`src/rtl/cache_pmem_arbiter_if.sv`:
```
// rtl/cache_pmem_arbiter_if.sv - I-cache, D-cache and physical-memory bus bundle for the pmem arbiter
interface cache_pmem_arbiter_if #(
  parameter int ADDR_W = 16,
  parameter int LINE_W = 128
);
  logic              icache_pmem_read;
  logic [ADDR_W-1:0] icache_pmem_address;
  logic              icache_pmem_resp;
  logic [LINE_W-1:0] icache_pmem_rdata;

  logic              dcache_pmem_read;
  logic              dcache_pmem_write;
  logic [ADDR_W-1:0] dcache_pmem_address;
  logic [LINE_W-1:0] dcache_pmem_wdata;
  logic              dcache_pmem_resp;
  logic [LINE_W-1:0] dcache_pmem_rdata;

  logic              pmem_read;
  logic              pmem_write;
  logic [ADDR_W-1:0] pmem_address;
  logic [LINE_W-1:0] pmem_wdata;
  logic [LINE_W-1:0] pmem_rdata;
  logic              pmem_resp;

  // Arbiter side: takes cache requests and memory completions
  modport slave (
    input  icache_pmem_read, icache_pmem_address,
    input  dcache_pmem_read, dcache_pmem_write, dcache_pmem_address, dcache_pmem_wdata,
    input  pmem_rdata, pmem_resp,
    output icache_pmem_resp, icache_pmem_rdata,
    output dcache_pmem_resp, dcache_pmem_rdata,
    output pmem_read, pmem_write, pmem_address, pmem_wdata
  );

  // Environment side: caches and physical memory together
  modport master (
    output icache_pmem_read, icache_pmem_address,
    output dcache_pmem_read, dcache_pmem_write, dcache_pmem_address, dcache_pmem_wdata,
    output pmem_rdata, pmem_resp,
    input  icache_pmem_resp, icache_pmem_rdata,
    input  dcache_pmem_resp, dcache_pmem_rdata,
    input  pmem_read, pmem_write, pmem_address, pmem_wdata
  );
endinterface

```
`src/rtl/cache_pmem_arbiter.sv`:
```
// rtl/cache_pmem_arbiter.sv - shares one pmem port between I-cache and D-cache; ARB_ROUND_ROBIN_EN selects round-robin ties
module cache_pmem_arbiter #(
  parameter int ADDR_W   = 16,
  parameter int LINE_W   = 128,
  parameter int OFFSET_W = 4
) (
  input logic                  clk,
  input logic                  rst_n,
  cache_pmem_arbiter_if.slave  bus
);

  typedef enum logic [1:0] {
    IDLE    = 2'd0,
    SERVE_I = 2'd1,
    SERVE_D = 2'd2
  } state_t;

  localparam logic [ADDR_W-1:0] LINE_MASK = {{(ADDR_W-OFFSET_W){1'b1}}, {OFFSET_W{1'b0}}};

  state_t state;
  state_t state_next;
  logic   i_pend;
  logic   d_pend;
  logic   grant_d;

  assign i_pend = bus.icache_pmem_read;
  assign d_pend = bus.dcache_pmem_read | bus.dcache_pmem_write;

`ifdef ARB_ROUND_ROBIN_EN
  logic last_grant_d;

  // Remember who won the last grant so a tie goes to the other requester
  always_ff @(posedge clk or negedge rst_n) begin
    if (!rst_n) begin
      last_grant_d <= 1'b0;
    end else if (state == IDLE && (i_pend || d_pend)) begin
      last_grant_d <= grant_d;
    end
  end

  assign grant_d = d_pend && (!i_pend || !last_grant_d);
`else
  // D-cache wins every tie: a stalled MEM stage blocks the pipeline first
  assign grant_d = d_pend;
`endif

  // Grant register; reset drops any in-flight transaction
  always_ff @(posedge clk or negedge rst_n) begin
    if (!rst_n) begin
      state <= IDLE;
    end else begin
      state <= state_next;
    end
  end

  // Next-state and output decode; outputs stay zero unless a grant is held
  always_comb begin
    state_next             = state;
    bus.pmem_read          = 1'b0;
    bus.pmem_write         = 1'b0;
    bus.pmem_address       = '0;
    bus.pmem_wdata         = '0;
    bus.icache_pmem_resp   = 1'b0;
    bus.icache_pmem_rdata  = {LINE_W{1'b0}};
    bus.dcache_pmem_resp   = 1'b0;
    bus.dcache_pmem_rdata  = {LINE_W{1'b0}};

    case (state)
      IDLE: begin
        // A pmem_resp here belongs to nobody and is dropped
        if (i_pend || d_pend) begin
          state_next = grant_d ? SERVE_D : SERVE_I;
        end
      end

      SERVE_I: begin
        bus.pmem_read         = 1'b1;
        bus.pmem_address      = bus.icache_pmem_address & LINE_MASK;
        bus.icache_pmem_rdata = bus.pmem_rdata;
        if (bus.pmem_resp) begin
          bus.icache_pmem_resp = 1'b1;
          state_next           = IDLE;
        end
      end

      SERVE_D: begin
        // Write wins if a buggy requester raises both
        bus.pmem_write        = bus.dcache_pmem_write;
        bus.pmem_read         = bus.dcache_pmem_read & ~bus.dcache_pmem_write;
        bus.pmem_address      = bus.dcache_pmem_address & LINE_MASK;
        bus.pmem_wdata        = bus.dcache_pmem_write ? bus.dcache_pmem_wdata : {LINE_W{1'b0}};
        bus.dcache_pmem_rdata = bus.pmem_rdata;
        if (bus.pmem_resp) begin
          bus.dcache_pmem_resp = 1'b1;
          state_next           = IDLE;
        end
      end

      default: begin
        state_next = IDLE;
      end
    endcase
  end

  // D-cache must never ask for a read and a write at once
  a_no_d_read_write: assert property (
    @(posedge clk) disable iff (!rst_n)
    !(state == SERVE_D && bus.dcache_pmem_read && bus.dcache_pmem_write)
  );

endmodule

```
`src/flat_wrapper.sv`:
```
// flat-port wrapper written by rule: the top's interface ports become plain ports
module cache_pmem_arbiter_flat 
#(
  parameter int ADDR_W   = 16,
  parameter int LINE_W   = 128,
  parameter int OFFSET_W = 4
)
  (clk, rst_n, bus_icache_pmem_read, bus_icache_pmem_address, bus_dcache_pmem_read, bus_dcache_pmem_write, bus_dcache_pmem_address, bus_dcache_pmem_wdata, bus_pmem_rdata, bus_pmem_resp, bus_icache_pmem_resp, bus_icache_pmem_rdata, bus_dcache_pmem_resp, bus_dcache_pmem_rdata, bus_pmem_read, bus_pmem_write, bus_pmem_address, bus_pmem_wdata);
  cache_pmem_arbiter_if #(.ADDR_W(ADDR_W), .LINE_W(LINE_W)) bus_i ();
  input logic clk;
  input logic rst_n;
  input wire logic [$bits(bus_i.icache_pmem_read)-1:0] bus_icache_pmem_read;
  input wire logic [$bits(bus_i.icache_pmem_address)-1:0] bus_icache_pmem_address;
  input wire logic [$bits(bus_i.dcache_pmem_read)-1:0] bus_dcache_pmem_read;
  input wire logic [$bits(bus_i.dcache_pmem_write)-1:0] bus_dcache_pmem_write;
  input wire logic [$bits(bus_i.dcache_pmem_address)-1:0] bus_dcache_pmem_address;
  input wire logic [$bits(bus_i.dcache_pmem_wdata)-1:0] bus_dcache_pmem_wdata;
  input wire logic [$bits(bus_i.pmem_rdata)-1:0] bus_pmem_rdata;
  input wire logic [$bits(bus_i.pmem_resp)-1:0] bus_pmem_resp;
  output wire logic [$bits(bus_i.icache_pmem_resp)-1:0] bus_icache_pmem_resp;
  output wire logic [$bits(bus_i.icache_pmem_rdata)-1:0] bus_icache_pmem_rdata;
  output wire logic [$bits(bus_i.dcache_pmem_resp)-1:0] bus_dcache_pmem_resp;
  output wire logic [$bits(bus_i.dcache_pmem_rdata)-1:0] bus_dcache_pmem_rdata;
  output wire logic [$bits(bus_i.pmem_read)-1:0] bus_pmem_read;
  output wire logic [$bits(bus_i.pmem_write)-1:0] bus_pmem_write;
  output wire logic [$bits(bus_i.pmem_address)-1:0] bus_pmem_address;
  output wire logic [$bits(bus_i.pmem_wdata)-1:0] bus_pmem_wdata;
  assign bus_i.icache_pmem_read = bus_icache_pmem_read;
  assign bus_i.icache_pmem_address = bus_icache_pmem_address;
  assign bus_i.dcache_pmem_read = bus_dcache_pmem_read;
  assign bus_i.dcache_pmem_write = bus_dcache_pmem_write;
  assign bus_i.dcache_pmem_address = bus_dcache_pmem_address;
  assign bus_i.dcache_pmem_wdata = bus_dcache_pmem_wdata;
  assign bus_i.pmem_rdata = bus_pmem_rdata;
  assign bus_i.pmem_resp = bus_pmem_resp;
  assign bus_icache_pmem_resp = bus_i.icache_pmem_resp;
  assign bus_icache_pmem_rdata = bus_i.icache_pmem_rdata;
  assign bus_dcache_pmem_resp = bus_i.dcache_pmem_resp;
  assign bus_dcache_pmem_rdata = bus_i.dcache_pmem_rdata;
  assign bus_pmem_read = bus_i.pmem_read;
  assign bus_pmem_write = bus_i.pmem_write;
  assign bus_pmem_address = bus_i.pmem_address;
  assign bus_pmem_wdata = bus_i.pmem_wdata;
  cache_pmem_arbiter #(.ADDR_W(ADDR_W), .LINE_W(LINE_W), .OFFSET_W(OFFSET_W)) u_core (.clk(clk), .rst_n(rst_n), .bus(bus_i));
endmodule
```
`config.mk`:
```
export PLATFORM = sky130hd
export DESIGN_NAME = cache_pmem_arbiter_flat
export DESIGN_NICKNAME = d
export VERILOG_FILES = /design/src/rtl/cache_pmem_arbiter_if.sv /design/src/rtl/cache_pmem_arbiter.sv /design/src/flat_wrapper.sv
export SDC_FILE = /design/constraint.sdc
export NUM_CORES = 1
export LEC_CHECK = 0
export ABC_AREA = 0
export CAP_MARGIN = 15
export CORE_AREA = 5 5 265 267
export CTS_BUF_LIST = sky130_fd_sc_hd__clkbuf_16
export DETAILED_ROUTE_END_ITERATION = 12
export DIE_AREA = 0 0 270 272
export PLACE_DENSITY_LB_ADDON = 0.12
export SLEW_MARGIN = 25
export SYNTH_ARGS = -nofsm -noshare
export SYNTH_HDL_FRONTEND = slang
export SYNTH_SLANG_ARGS = --single-unit
```
`constraint.sdc`:
```
create_clock -name clk -period 1.9 [get_ports clk]
set_input_delay 0.38 -clock clk [delete_from_list [all_inputs] [get_ports clk]]
set_output_delay 0.38 -clock clk [all_outputs]
set_load 0.01 [all_outputs]
```
==> results of run 1 <==
[worst max-delay path, stage by stage (launching register included)]
cell     delay (ns)
dfrtp_1        0.39
buf_6          0.13
ha_4           0.19
buf_12         0.16
buf_8          0.12
buf_12         0.12
buf_12         0.12
and2_4         0.13
buf_6          0.11
[final timing paths]
check,startpoint,endpoint,slack (ns),cells after the start
max,u_core.state[0],bus_icache_pmem_rdata[96],-0.17,8
min,rst_n,u_core.state[0],0.34,1
max reg2reg,u_core.state[1],u_core.state[1],0.33,8
min reg2reg,u_core.state[1],u_core.state[1],0.65,2
max in group asynchronous,rst_n,u_core.state[1],1.41,1
min in group clk,u_core.state[1],u_core.state[1],0.65,2
[power breakdown]
part | internal [mW] | switching (mW) | total [mW]
Sequential | 0.0661 | 0.0278 | 0.0939
Clock | 0.267 | 0.0427 | 0.310
Combinational | 8.94 | 6.10 | 15.0
[stage by stage]
| stage | utilization | hold WS (ns) | area [µm²] | std cells |
|---|---|---|---|---|
| 6_report | 0.196 | 0.343 | 13300 | 2124 |
| 3_3_place_gp | 0.165 | 0.574 | 11200 | 2039 |
| 2_1_floorplan | - | 0.0844 | 3090 | 497 |
| 4_1_cts | 0.170 | 0.353 | 11600 | 2104 |
| 5_1_grt | 0.196 | 0.355 | 13300 | 2122 |
| 3_5_place_dp | 0.165 | 0.581 | 11200 | 2039 |
[layer usage]
| layer | up-vias | wire [µm] | GRT usage |
|---|---|---|---|
| met5 | - | 0 | 0 |
| met2 | 359 | 21900 | 0.186 |
| li1 | 3111 | - | - |
| met3 | 30 | 2850 | 0.0268 |
| met4 | 0 | 632 | 0.0140 |
| met1 | 3011 | 15000 | 0.0977 |
[layout make-up]
| cell class | count | area share |
|---|---|---|
| antenna | 3 | 0.000565 |
| timing repair buffer | 802 | 0.637 |
| multi-input combinational | 430 | 0.269 |
| tap | 882 | 0.0831 |
| sequential | 2 | 0.00386 |
| inverter | 2 | 0.000565 |
| clock buffer | 3 | 0.00565 |
[cell usage after synthesis]
library cell    n
buf_4          10
clkbuf_1       13
dfrtp_1         2
a21oi_1         2
nand2_1         2
and3_1        128
nor2b_1        12
ha_1            4
o211ai_1        1
inv_1           2
nand2b_1        1
and2_1        259
nand3b_1        2
conb_1          1
clkbuf_2       22
nor2_1          2
buf_2          18
o21a_1          1
a22oi_1        12
[what timing repair did]
action / 4_1_cts / 5_1_grt
setup endpoints to repair: 400 / 398
hold buffers: 0 / 0
cloned: 18 / 18
buffers inserted: 47 / 19
resized for setup: 1831 / 468
pin swaps: 4 / 12
[logic make-up (layout without fill, tap and decap cells)]
kind of cell | after synthesis | after routing
compound gates | 16 | 16
fa+ha+maj | 4 | 4
buf+inv | 65 | 807
flops | 2 | 2
other cells | 1 | 7
simple gates | 406 | 406
==> metrics.md, run 1 <==
| Metric | Value |
|---|---|
| Top reg by flops | `u_core.state` |
| Drt first pass iters | `4` |
| Clock transition at path regs | `0.03 ns` |
| Total I/O pin count | `698` |
| Starting Density | `0.0454` |
| Setup Crit Path Kind | `flip-flop to primary output` |
| Leakage | `6.25 nW` |
| Yosys reg bits | `2` |
| Clock latency on the worst-skew pair | `0.22 ns` |
| Final worst path period need | `2.07 ns` |
| Filler cells | `7578` |
| GRT Util Overall | `0.0931` |
| Core area | `67900 µm²` |
| CTS root buffer | `clkbuf_16` |
| Post-Synth Simple-Gate Area | `0.821` |
| Crit path DAT | `1.69 ns` |
| Rows | `96` |
| Slew Limit Fails | `0` |
| Max reg flops | `2` |
| H-tree depth | `1` |
| Max_cap viols | `0` |
| Avg WL per Cell | `19.0 µm` |
| GRT Residual Overflow | `0` |
| Initial antenna violation count | `2` |
| Synth area leaders | `and2_1 53%, and3_1 26%, clkbuf_2 3.6%` |
| RSZ-0062 raised after global routing | `true` |
| Cells after Synth | `494` |
| DRT iter0 DRCs | `119` |
| Inserted Clock Buffers | `3` |
| Worst Hold Class | `input port to async pin` |
| Commonest non-fill, non-tap cell in the layout | `clkdlybuf4s50_1` |
| Synth Area in Adders | `0.0162` |
| Die width | `270 µm` |
| Area share of the largest cell type after synthesis | `0.526` |
| Max IR drop VDD | `0.405 mV` |
| Total Nets Final | `1539` |
| Largest family of logic cells by synthesized area | `simple AND/OR/NAND/NOR gates` |
| Area delta synth->final | `331%` |
| Clock Skew | `0.00191 ns` |
| Mapped Avg Cell Area | `6.24 µm²` |
| Final setup violating endpoints | `351` |
| Chip height | `272 µm` |
| Dpl hpwl | `29500 µm` |
| Synth Area in Compound Gates | `0.0373` |
| Vias in the first global route | `6765` |
| Sequential cell area | `51.3 µm²` |
| Violated checks | `setup timing` |
| CP Max Fanout | `5` |
| CTS tree | `yes` |
| PortBufs | `685` |
| Fraction of layout instances using a drive strength above 1 | `0.633` |
| Most frequent cells in the layout | `284 x clkdlybuf4s50_1, 270 x buf_6, 186 x and2_4, 147 x buf_2, 73 x and2_1` |
| Area leader, netlist | `and2_1` |
| Multi-input gate area | `3580 µm²` |
| Post-Syn Area | `3080 µm²` |
| Critical path launch point type | `flip-flop` |
| Yosys cell types | `19` |
| Yosys warnings | `0` |
| Clock sink count | `2` |
| Die area | `73400 µm²` |
| Post-Synth XOR/XNOR Area | `0` |
| Via/cell ratio | `3.07` |
| Vias | `6511` |
| Fmax | `0.483 GHz` |
| Pwr/cell area | `1160 nW/µm²` |
| CP required | `1.52 ns` |
| Final Total Pwr | `15.4 mW` |
| Post-route ant nets | `0` |
| Final WS setup | `-0.170 ns` |
| # DRC | `0` |
| Final period utilization | `1.09` |
| First-pass GRT wire length | `51300 µm` |
| Crit end category | `primary output` |
| Final wirelength | `40300 µm` |
| Status | `complete, but fails checks` |
| Final Hold Fails | `0` |
| Largest registers | `u_core.state: 2 flops` |
| Setup tns final | `-25.36 ns` |
| DP Worst Slack | `-0.444 ns` |
| Register area share after synthesis | `0.0162` |
| Largest net degree at the start of global routing | `63` |
| Gp weighted congestion | `0.802` |
| Multiplexer share of the synthesized area | `0` |
| Longest Clk Path Bufs | `2` |
Note: power is estimated with default switching activity, not from simulation.
==> inputs of run 2 (changes only) <==
--- a/config.mk
+++ b/config.mk
@@ -9,9 +9,11 @@
 export CAP_MARGIN = 15
 export CORE_AREA = 5 5 265 267
 export CTS_BUF_LIST = sky130_fd_sc_hd__clkbuf_16
+export CTS_CLUSTER_SIZE = 25
 export DETAILED_ROUTE_END_ITERATION = 12
 export DIE_AREA = 0 0 270 272
-export PLACE_DENSITY_LB_ADDON = 0.12
+export MAX_ROUTING_LAYER = met4
+export PLACE_DENSITY = 0.3
 export SLEW_MARGIN = 25
 export SYNTH_ARGS = -nofsm -noshare
 export SYNTH_HDL_FRONTEND = slang
==> run 2 against run 1 <==
Compared with the run above:
- the run still ends with setup timing left
- clock power up 2%
- maximum frequency down 4.5%
- final cell count up 0.75%
- sequential share of layout area about the same
- via count up 1.9%
- clock skew down 0.0017 ns
- combinational power down 4%
- largest power group unchanged
- highest routed layer unchanged
==> metrics.md, run 2 (synthesis results as in run 1) <==
| Metric | Value |
|---|---|
| Combinational fraction of design power | `0.973` |
| CP Max Fanout | `7` |
| CTS tree | `yes` |
| Crit path DAT | `1.79 ns` |
| Longest Clk Path Bufs | `2` |
| Clock sink count | `2` |
| Setup Crit Path Kind | `flip-flop to primary output` |
| Critical path launch point type | `flip-flop` |
| Largest net degree at the start of global routing | `66` |
| Switching share of power | `0.410` |
| Post-route ant nets | `0` |
| Worst Hold Class | `input port to async pin` |
| Rows | `96` |
| Max reg flops | `2` |
| Avg WL per Cell | `20.0 µm` |
| Cell mode on critical path | `buf_4` |
| Inserted Clock Buffers | `3` |
| GRT Residual Overflow | `0` |
| Slew Limit Fails | `0` |
| Gp weighted congestion | `0.797` |
| First-pass GRT wire length | `50800 µm` |
| Final worst path period need | `2.17 ns` |
| Crit end category | `primary output` |
| Multi-input gate area | `3460 µm²` |
| Most frequent cells in the layout | `284 x clkdlybuf4s50_1, 196 x and2_1, 185 x buf_6, 107 x clkbuf_2, 96 x and3_4` |
| CTS root buffer | `clkbuf_16` |
| Final wirelength | `42900 µm` |
| Die width | `270 µm` |
| Total Nets Final | `1554` |
| Clock share of power | `0.021` |
| Total I/O pin count | `698` |
| Fmax | `0.462 GHz` |
| Final setup violating endpoints | `383` |
| Critical R2R Capture | `u_core.state[0]` |
| Max IR drop VDD | `0.474 mV` |
| Largest registers | `u_core.state: 2 flops` |
| Final Hold Fails | `0` |
| Leakage | `6.37 nW` |
| Critical path, cell by cell | `buf_6, ha_4, buf_4, buf_12, buf_16, buf_4, and2_1, buf_2` |
| Commonest non-fill, non-tap cell in the layout | `clkdlybuf4s50_1` |
| Dpl hpwl | `32600 µm` |
| DRT iter0 DRCs | `85` |
| Status | `complete, but fails checks` |
| Vias | `6637` |
| Filler cells | `7695` |
| Final Total Pwr | `14.8 mW` |
| Worst R2R Path Depth | `8` |
| CP startpoint | `u_core.state[0]` |
| Slowest stage delay, CP | `0.39 ns` |
| Core area | `67900 µm²` |
| PortBufs | `685` |
| DP Worst Slack | `-0.418 ns` |
| Final WS setup | `-0.267 ns` |
| Clock Skew | `0.000192 ns` |
| Chip height | `272 µm` |
| Reg-to-Reg Start | `u_core.state[0]` |
| Placed cell areas | `11200 µm²` |
| GRT Util Overall | `0.0964` |
| CP required | `1.52 ns` |
| Setup tns final | `-48.91 ns` |
| Pwr/cell area | `1150 nW/µm²` |
| Violated checks | `setup timing` |
| # DRC | `0` |
| Clock transition at path regs | `0.03 ns` |
| Top reg by flops | `u_core.state` |
| Final period utilization | `1.14` |
| Sequential power share | `0.006` |
| Critical Path Slowest Stage Cell | `dfrtp_1` |
| Worst R2R Setup Slack | `0.26 ns` |
| Area delta synth->final | `316%` |
| Die area | `73400 µm²` |
| Internal power | `8.71 mW` |
| Fraction of layout instances using a drive strength above 1 | `0.544` |
| Final Cell Area | `12800 µm²` |
| Switch Pwr | `6.05 mW` |
| End of the critical path | `bus_icache_pmem_rdata[40]` |
| Via/cell ratio | `3.10` |
| Sequential cell area | `50.0 µm²` |
| Drt first pass iters | `4` |
| RSZ-0062 raised after global routing | `true` |
| Fin Hold WS | `0.344 ns` |
| H-tree depth | `1` |
| Initial antenna violation count | `8` |
| Vias in the first global route | `6760` |
| Clock latency on the worst-skew pair | `0.22 ns` |
| Max_cap viols | `0` |
| Starting Density | `0.0454` |
run 2: cell types whose count changed in the layout (fill, tap and decap cells not counted), moves of 39 or more:
cell / change
and2_1: +123
and2_4: -123
and3_1: -39
and3_4: +39
buf_2: -52
buf_6: -85
clkbuf_2: +105
run 2: cell type report:
| cell class | instances | area share |
|---|---|---|
| antenna | 4 | 0.000781 |
| sequential | 2 | 0.00391 |
| timing repair buffer | 817 | 0.633 |
| multi-input combinational | 430 | 0.270 |
| clock buffer | 3 | 0.00586 |
| tap | 882 | 0.0861 |
| inverter | 2 | 0.000586 |
run 2: worst max-delay path: cells and delay by family (launching register included):
kind / cells / cell delay (ns)
flip-flops: 1 / 0.39
AND/OR/NAND/NOR: 1 / 0.13
buffers and inverters: 6 / 0.83
adder cells (fa/ha/maj): 1 / 0.20
run 2: worst min-delay path by stage:
stage               cells past startpoint  start  slack (ns)               to
finish                                  1  rst_n        0.34  u_core.state[0]
global route                            1  rst_n        0.36  u_core.state[0]
CTS                                     1  rst_n        0.36  u_core.state[0]
detailed placement                      1  rst_n        0.59  u_core.state[0]
global placement                        1  rst_n        0.58  u_core.state[1]
floorplan                               0  rst_n        0.08  u_core.state[0]
run 2: repair_timing:
action | CTS | global route
hold buffers | 0 | 0
resized for setup | 461 | 1153
pin swaps | 2 | 4
gates cloned | 3 | 28
setup buffers | 10 | 56
setup endpoints to repair | 400 | 400
run 2: per-stage QoR:
stage / std cells / util
2_1_floorplan: 497 / -
3_3_place_gp: 2041 / 0.165
3_5_place_dp: 2041 / 0.165
4_1_cts: 2057 / 0.166
5_1_grt: 2140 / 0.189
6_report: 2140 / 0.189
run 2: routing by layer:
metal  global-route usage  routed length (µm)
met1                0.100               16700
met2                0.179               21600
met3               0.0322                3620
met4               0.0164                 975
met5                    -                   0
run 2: power groups by stage:
stage | combinational, mW | sequential, mW | clock [mW]
global route | 15.3 | 0.0851 | 0.328
global placement | 10.2 | 0.0749 | 0
finish | 14.4 | 0.0833 | 0.317
floorplan | 3.68 | 0.0790 | 0
detailed placement | 10.0 | 0.0762 | 0
CTS | 10.3 | 0.0798 | 0.322
==> RTL change 1 (flow settings as in run 1) <==
The option `ARB_ROUND_ROBIN_EN` is turned on by a define.
--- a/src/rtl/cache_pmem_arbiter.sv
+++ b/src/rtl/cache_pmem_arbiter.sv
@@ -1,2 +1,4 @@
 // rtl/cache_pmem_arbiter.sv - shares one pmem port between I-cache and D-cache; ARB_ROUND_ROBIN_EN selects round-robin ties
+`define ARB_ROUND_ROBIN_EN
+
 module cache_pmem_arbiter #(
Check against the original RTL: not equivalent (a bounded check fails within 4 cycles, from zero or initial values and one cycle with rst_n low).
==> RTL change 1 against run 1 <==
  * The run still ends with negative setup slack left
  * Sequential cell count is 1 higher
  * Critical path type unchanged
  * First-iteration DRC count is 41% higher
  * Synthesized area is 4.7% higher
  * Routed wire length up 1.4%
  * Design area decreased by 8.1%
  * Sequential share of layout area grew 0.23 points
  * Power is 26% lower
  * Setup slack lost 0.20 ns
==> RTL change 1: results (changes against run 1) <==
| Metric | Value |
|---|---|
| Pint | `6.54 mW (-29%)` |
| Final worst setup slack | `-0.369 ns (-0.200 ns)` |
| Largest vdd supply drop | `0.439 mV (+8.5%)` |
| Layout cell share with drive strength beyond 1 | `0.479 (-0.154)` |
| Nets | `1,544 (+0.32%)` |
| Fin Setup TNS | `-40.14 ns (-14.78 ns)` |
| Total GRT Usage | `0.0923 (-0.000812)` |
| Leakage power | `6.32 nW (+1.1%)` |
| Worst Reg-to-Reg Cells | `7 (-1)` |
| Vias per inst | `3.03 (-1.2%)` |
| Via Count | `6,457 (-0.83%)` |
| Async SR Flop Fraction | `1.00 (unchanged)` |
| Syn_area_per_cell | `6.46 um2 (+3.5%)` |
| Initial antenna violation count | `1 (-1)` |
| Setup violators final | `299 (-15%)` |
| Clock Latency Late Sink | `0.22 ns (about the same)` |
| Register area share after synthesis | `0.0233 (+0.00702)` |
| Routed WL per cell | `19.2 um (+0.97%)` |
| First-pass GRT wire length | `50.7 mm (-1.3%)` |
| Gpl congestion | `0.781 (-2.7%)` |
| Placement Setup Slack | `-0.399 ns (+0.0446 ns)` |
| DRT iter0 DRCs | `168 (+41%)` |
| Biggest registers after layout | `u_core.state x2, u_core.last_grant_d x1` |
| Unique cell type count in the Yosys netlist | `22 (+3)` |
| Placed instance count | `2,054 (+0.74%)` |
| Clock skew | `0.000377 ns (-0.00153 ns)` |
| Placed cell area | `11,500 um2 (+2.3%)` |
| Synth cell count leaders | `259 x and2_1, 102 x and3_1, 26 x and3_2, 17 x buf_2, 14 x clkbuf_1` |
| R2R setup slack | `0.24 ns (-0.09 ns)` |
| Failing checks | `negative setup slack` |
| Critical Path AT | `1.89 ns (+0.20 ns)` |
| CP peak stage delay | `0.55 ns (+0.16 ns)` |
| Final hold slack | `0.345 ns (+0.00187 ns)` |
| Detailed Place HPWL | `31.4 mm (+6.4%)` |
| Outcome | `finished, violations left` |
| Crit-path slowest cell | `clkdlybuf4s50_1` |
| Synth top area cells | `and2_1 50%, and3_1 20%, and3_2 6.0%, buf_6 3.5%, a22oi_1 2.8%` |
## RTL change 1: changes by cell type in the layout (fill, tap and decap cells not counted), sizes merged, moves of 2 or more
cell / before / now
dlymetal6s2s: 0 / 41
o21ai: 0 / 3
clkdlybuf4s15: 0 / 13
nand3b: 2 / 0
inv: 2 / 4
clkbuf: 21 / 181
buf: 500 / 284
diode: 3 / 5
## RTL change 1: worst max-delay path by stage
stage	start	cells past startpoint	slack, ns	to
after CTS	u_core.state[1]	6	-0.45	bus_icache_pmem_rdata[55]
final	u_core.state[0]	6	-0.37	bus_dcache_pmem_rdata[54]
after floorplan	u_core.state[0]	5	0.33	bus_pmem_wdata[117]
after detailed placement	u_core.state[0]	6	-0.40	bus_pmem_address[5]
after global placement	u_core.state[0]	6	-0.43	bus_pmem_address[5]
after global routing	u_core.state[0]	6	-0.42	bus_dcache_pmem_rdata[54]
## RTL change 1: power groups by stage
stage | clock, mW | combinational [mW] | sequential, mW
after floorplan | 0 | 3.10 | 0.111
after global placement | 0 | 8.89 | 0.113
after detailed placement | 0 | 8.78 | 0.112
after CTS | 0.334 | 9.28 | 0.115
after global routing | 0.338 | 11.8 | 0.120
final | 0.326 | 10.9 | 0.116
## RTL change 1: critical path, delay by kind of cell (launching register included)
family,cells,cell delay [ns]
adders and majority gates,1,0.22
buffers and inverters,4,0.94
DFF,1,0.38
and+or+nand+nor,1,0.13
## RTL change 1: cells by family after synthesis
| family | share of synthesized area |
|---|---|
| flops | 0.0233 |
| compound gates | 0.0434 |
| simple gates | 0.795 |
| buf+inv | 0.122 |
| other cells | 0.00116 |
| fa+ha+maj | 0.0155 |
## RTL change 1: layout make-up
cell class,instances,area (um2)
antenna,5,12.5
clock buffer,3,75.1
clock inverter,1,3.75
fill,7718,55700
inverter,3,11.3
multi-input combinational,434,3260
sequential,3,75.1
tap,882,1100
timing repair buffer,801,7670
## RTL change 1: timing repair
| action | 4_1_cts | 5_1_grt |
|---|---|---|
| pin swaps | 3 | 7 |
| endpoints found under the setup margin | 400 | 398 |
| cloned | 6 | 23 |
| resized for setup | 551 | 902 |
| buffers inserted | 8 | 35 |
## RTL change 1: layer usage
layer / wire, um / track usage / part of all wire
met1: 15200 / 0.0973 / 0.37
met2: 22700 / 0.187 / 0.56
met3: 2620 / 0.0267 / 0.064
met4: 325 / 0.00826 / 0.0079
met5: 0 / 0 / 0
==> RTL change 2 (flow settings as in run 1) <==
Made on the original files. The 3 states of `state_t` get a one-hot encoding in 3 bits.
--- a/src/rtl/cache_pmem_arbiter.sv
+++ b/src/rtl/cache_pmem_arbiter.sv
@@ -11,6 +11,6 @@
 
-  typedef enum logic [1:0] {
-    IDLE    = 2'd0,
-    SERVE_I = 2'd1,
-    SERVE_D = 2'd2
+  typedef enum logic [2:0] {
+    IDLE    = 3'b001,
+    SERVE_I = 3'b010,
+    SERVE_D = 3'b100
   } state_t;
Behaviour: same outputs for any inputs over 10 cycles, from zero or initial values and one cycle with rst_n low; not proved beyond that.
==> RTL change 2 against run 1 <==
  * The flow still finishes with violations (negative setup slack)
  * Synthesized area up 0.12%
  * Setup slack lost 0.39 ns
  * Via count down 1.2%
  * Routed wire length increased by 3.3%
  * Critical path depth is 2 lower
  * Die area unchanged
  * Sequential cell count is 1 higher
  * Design area shrank 8.1%
  * Highest routed layer is now met5
Power is not compared: it rests on default switching activity, and its combinational part moved more than twofold at a synthesized area within 25%.
==> RTL change 2: results (changes against run 1) <==
| Metric | Value |
|---|---|
| Detailed Place HPWL | `33.9 mm (+15%)` |
| First-pass GRT wire length | `53.2 mm (+3.7%)` |
| Outcome | `finished, violations left` |
| Post-Synth Adder-Cell Area | `0 (-0.0162)` |
| CP peak stage delay | `0.54 ns (+0.15 ns)` |
| Nets | `1,517 (-1.4%)` |
| GR Layer Usage met2 | `0.209 (+0.0230)` |
| Clock buffer depth | `2 (unchanged)` |
| Synth cell count leaders | `259 x and2_1, 89 x and3_1, 39 x and3_2, 28 x clkbuf_1, 26 x clkbuf_2` |
| H-Tree Depth | `1 (unchanged)` |
| Met3 usage in global routing | `0.0359 (+0.00916)` |
| Register area share after synthesis | `0.0247 (+0.00849)` |
| Routed WL per cell | `19.8 um (+4.1%)` |
| Largest net degree at the start of global routing | `67 (+6.3%)` |
| M1 GR Usage | `0.0928 (-0.00487)` |
| Placed cell area | `11,200 um2 (-0.29%)` |
| Crit-path slowest cell | `clkdlybuf4s50_1` |
| Yosys warning count | `0 (unchanged)` |
| Total GRT Usage | `0.0997 (+0.00653)` |
| Multiplexer share of the synthesized area | `0 (unchanged)` |
| Placement Setup Slack | `-0.462 ns (-0.0176 ns)` |
| Largest vdd supply drop | `0.337 mV` |
| Synth Area in Compound Gates | `0.0486 (+0.0113)` |
| Cts bufs inserted | `3 (unchanged)` |
| Vias per inst | `3.05 (-0.40%)` |
| Main synth FF type | `dfrtp_1` |
| Largest family of logic cells by synthesized area | `simple AND/OR/NAND/NOR gates` |
| CP top delay family | `buffers and inverters` |
| Unique cell type count in the Yosys netlist | `25 (+6)` |
| Gpl congestion | `0.766 (-4.6%)` |
| Layout cell share with drive strength beyond 1 | `0.391 (-0.242)` |
| Number of global-route vias before repair | `6,889 (+1.8%)` |
| Crit path max fanout | `18 (+13)` |
| Initial antenna violation count | `19 (+17)` |
| Final worst setup slack | `-0.555 ns (-0.385 ns)` |
| Biggest registers after layout | `u_core.state x3` |
| Worst hold-check path type | `primary input to async pin` |
| Clock Latency Late Sink | `0.22 ns (about the same)` |
| Port bufs | `685 (unchanged)` |
| CTS clk-pin slew, worst paths | `0.03 ns (about the same)` |
| Synth top area cells | `and2_1 52%, and3_1 18%, and3_2 9.5%, clkbuf_2 4.2%, clkbuf_1 3.4%` |
| DRT iter0 DRCs | `100 (-16%)` |
| Clock skew | `0.00164 ns (-0.000265 ns)` |
| Failing checks | `negative setup slack` |
| First drt pass iteration count | `4 (unchanged)` |
| Synth Area in XOR/XNOR | `0.00284 (+0.00284)` |
| Setup violators final | `393 (+12%)` |
RTL change 2: stage by stage:
stage	TNS, ns	total power, mW	std cells	util
after floorplan	0	1.86	484	-
after global placement	-124.02	4.97	2028	0.165
after detailed placement	-128.83	4.90	2028	0.165
after CTS	-170.26	6.65	2079	0.178
after global routing	-159.65	7.53	2104	0.180
final	-128.38	7.10	2107	0.180
RTL change 2: final cells by class:
cell class	count	area, um2
fillers	7694	55700
repair buffers	796	8040
multi-input cells	417	2900
well taps	882	1100
flip-flops and latches	3	76.3
clock buffers	3	75.1
inverters	2	7.51
diodes	3	7.51
clock inverters	1	3.75
RTL change 2: layer usage:
layer,up-vias,routed length [um]
met5,-,25
met4,4,711
met3,41,3640
met2,438,23500
met1,2896,13800
li1,3054,-
RTL change 2: worst paths after layout:
path | cells after the start | startpoint | endpoint | slack (ns)
max in group asynchronous | 1 | rst_n | u_core.state[0] | 1.32
setup / recovery | 6 | u_core.state[1] | bus_pmem_address[4] | -0.55
setup reg to reg | 4 | u_core.state[0] | u_core.state[0] | 0.73
hold / removal | 1 | rst_n | u_core.state[2] | 0.35
min in group clk | 2 | u_core.state[2] | u_core.state[1] | 0.59
hold reg to reg | 2 | u_core.state[2] | u_core.state[1] | 0.59
RTL change 2: repair_timing:
| item | in CTS | in global routing |
|---|---|---|
| resized for setup | 848 | 305 |
| buffers inserted | 36 | 19 |
| gates cloned | 13 | 9 |
| setup endpoints to repair | 400 | 400 |
| pin swaps | 8 | 14 |
RTL change 2: power breakdown:
part           switching, mW  total, mW  internal [mW]
logic                   2.64       6.65           4.01
registers             0.0215      0.117         0.0957
clock network         0.0587      0.330          0.271
total                   2.72       7.10           4.38
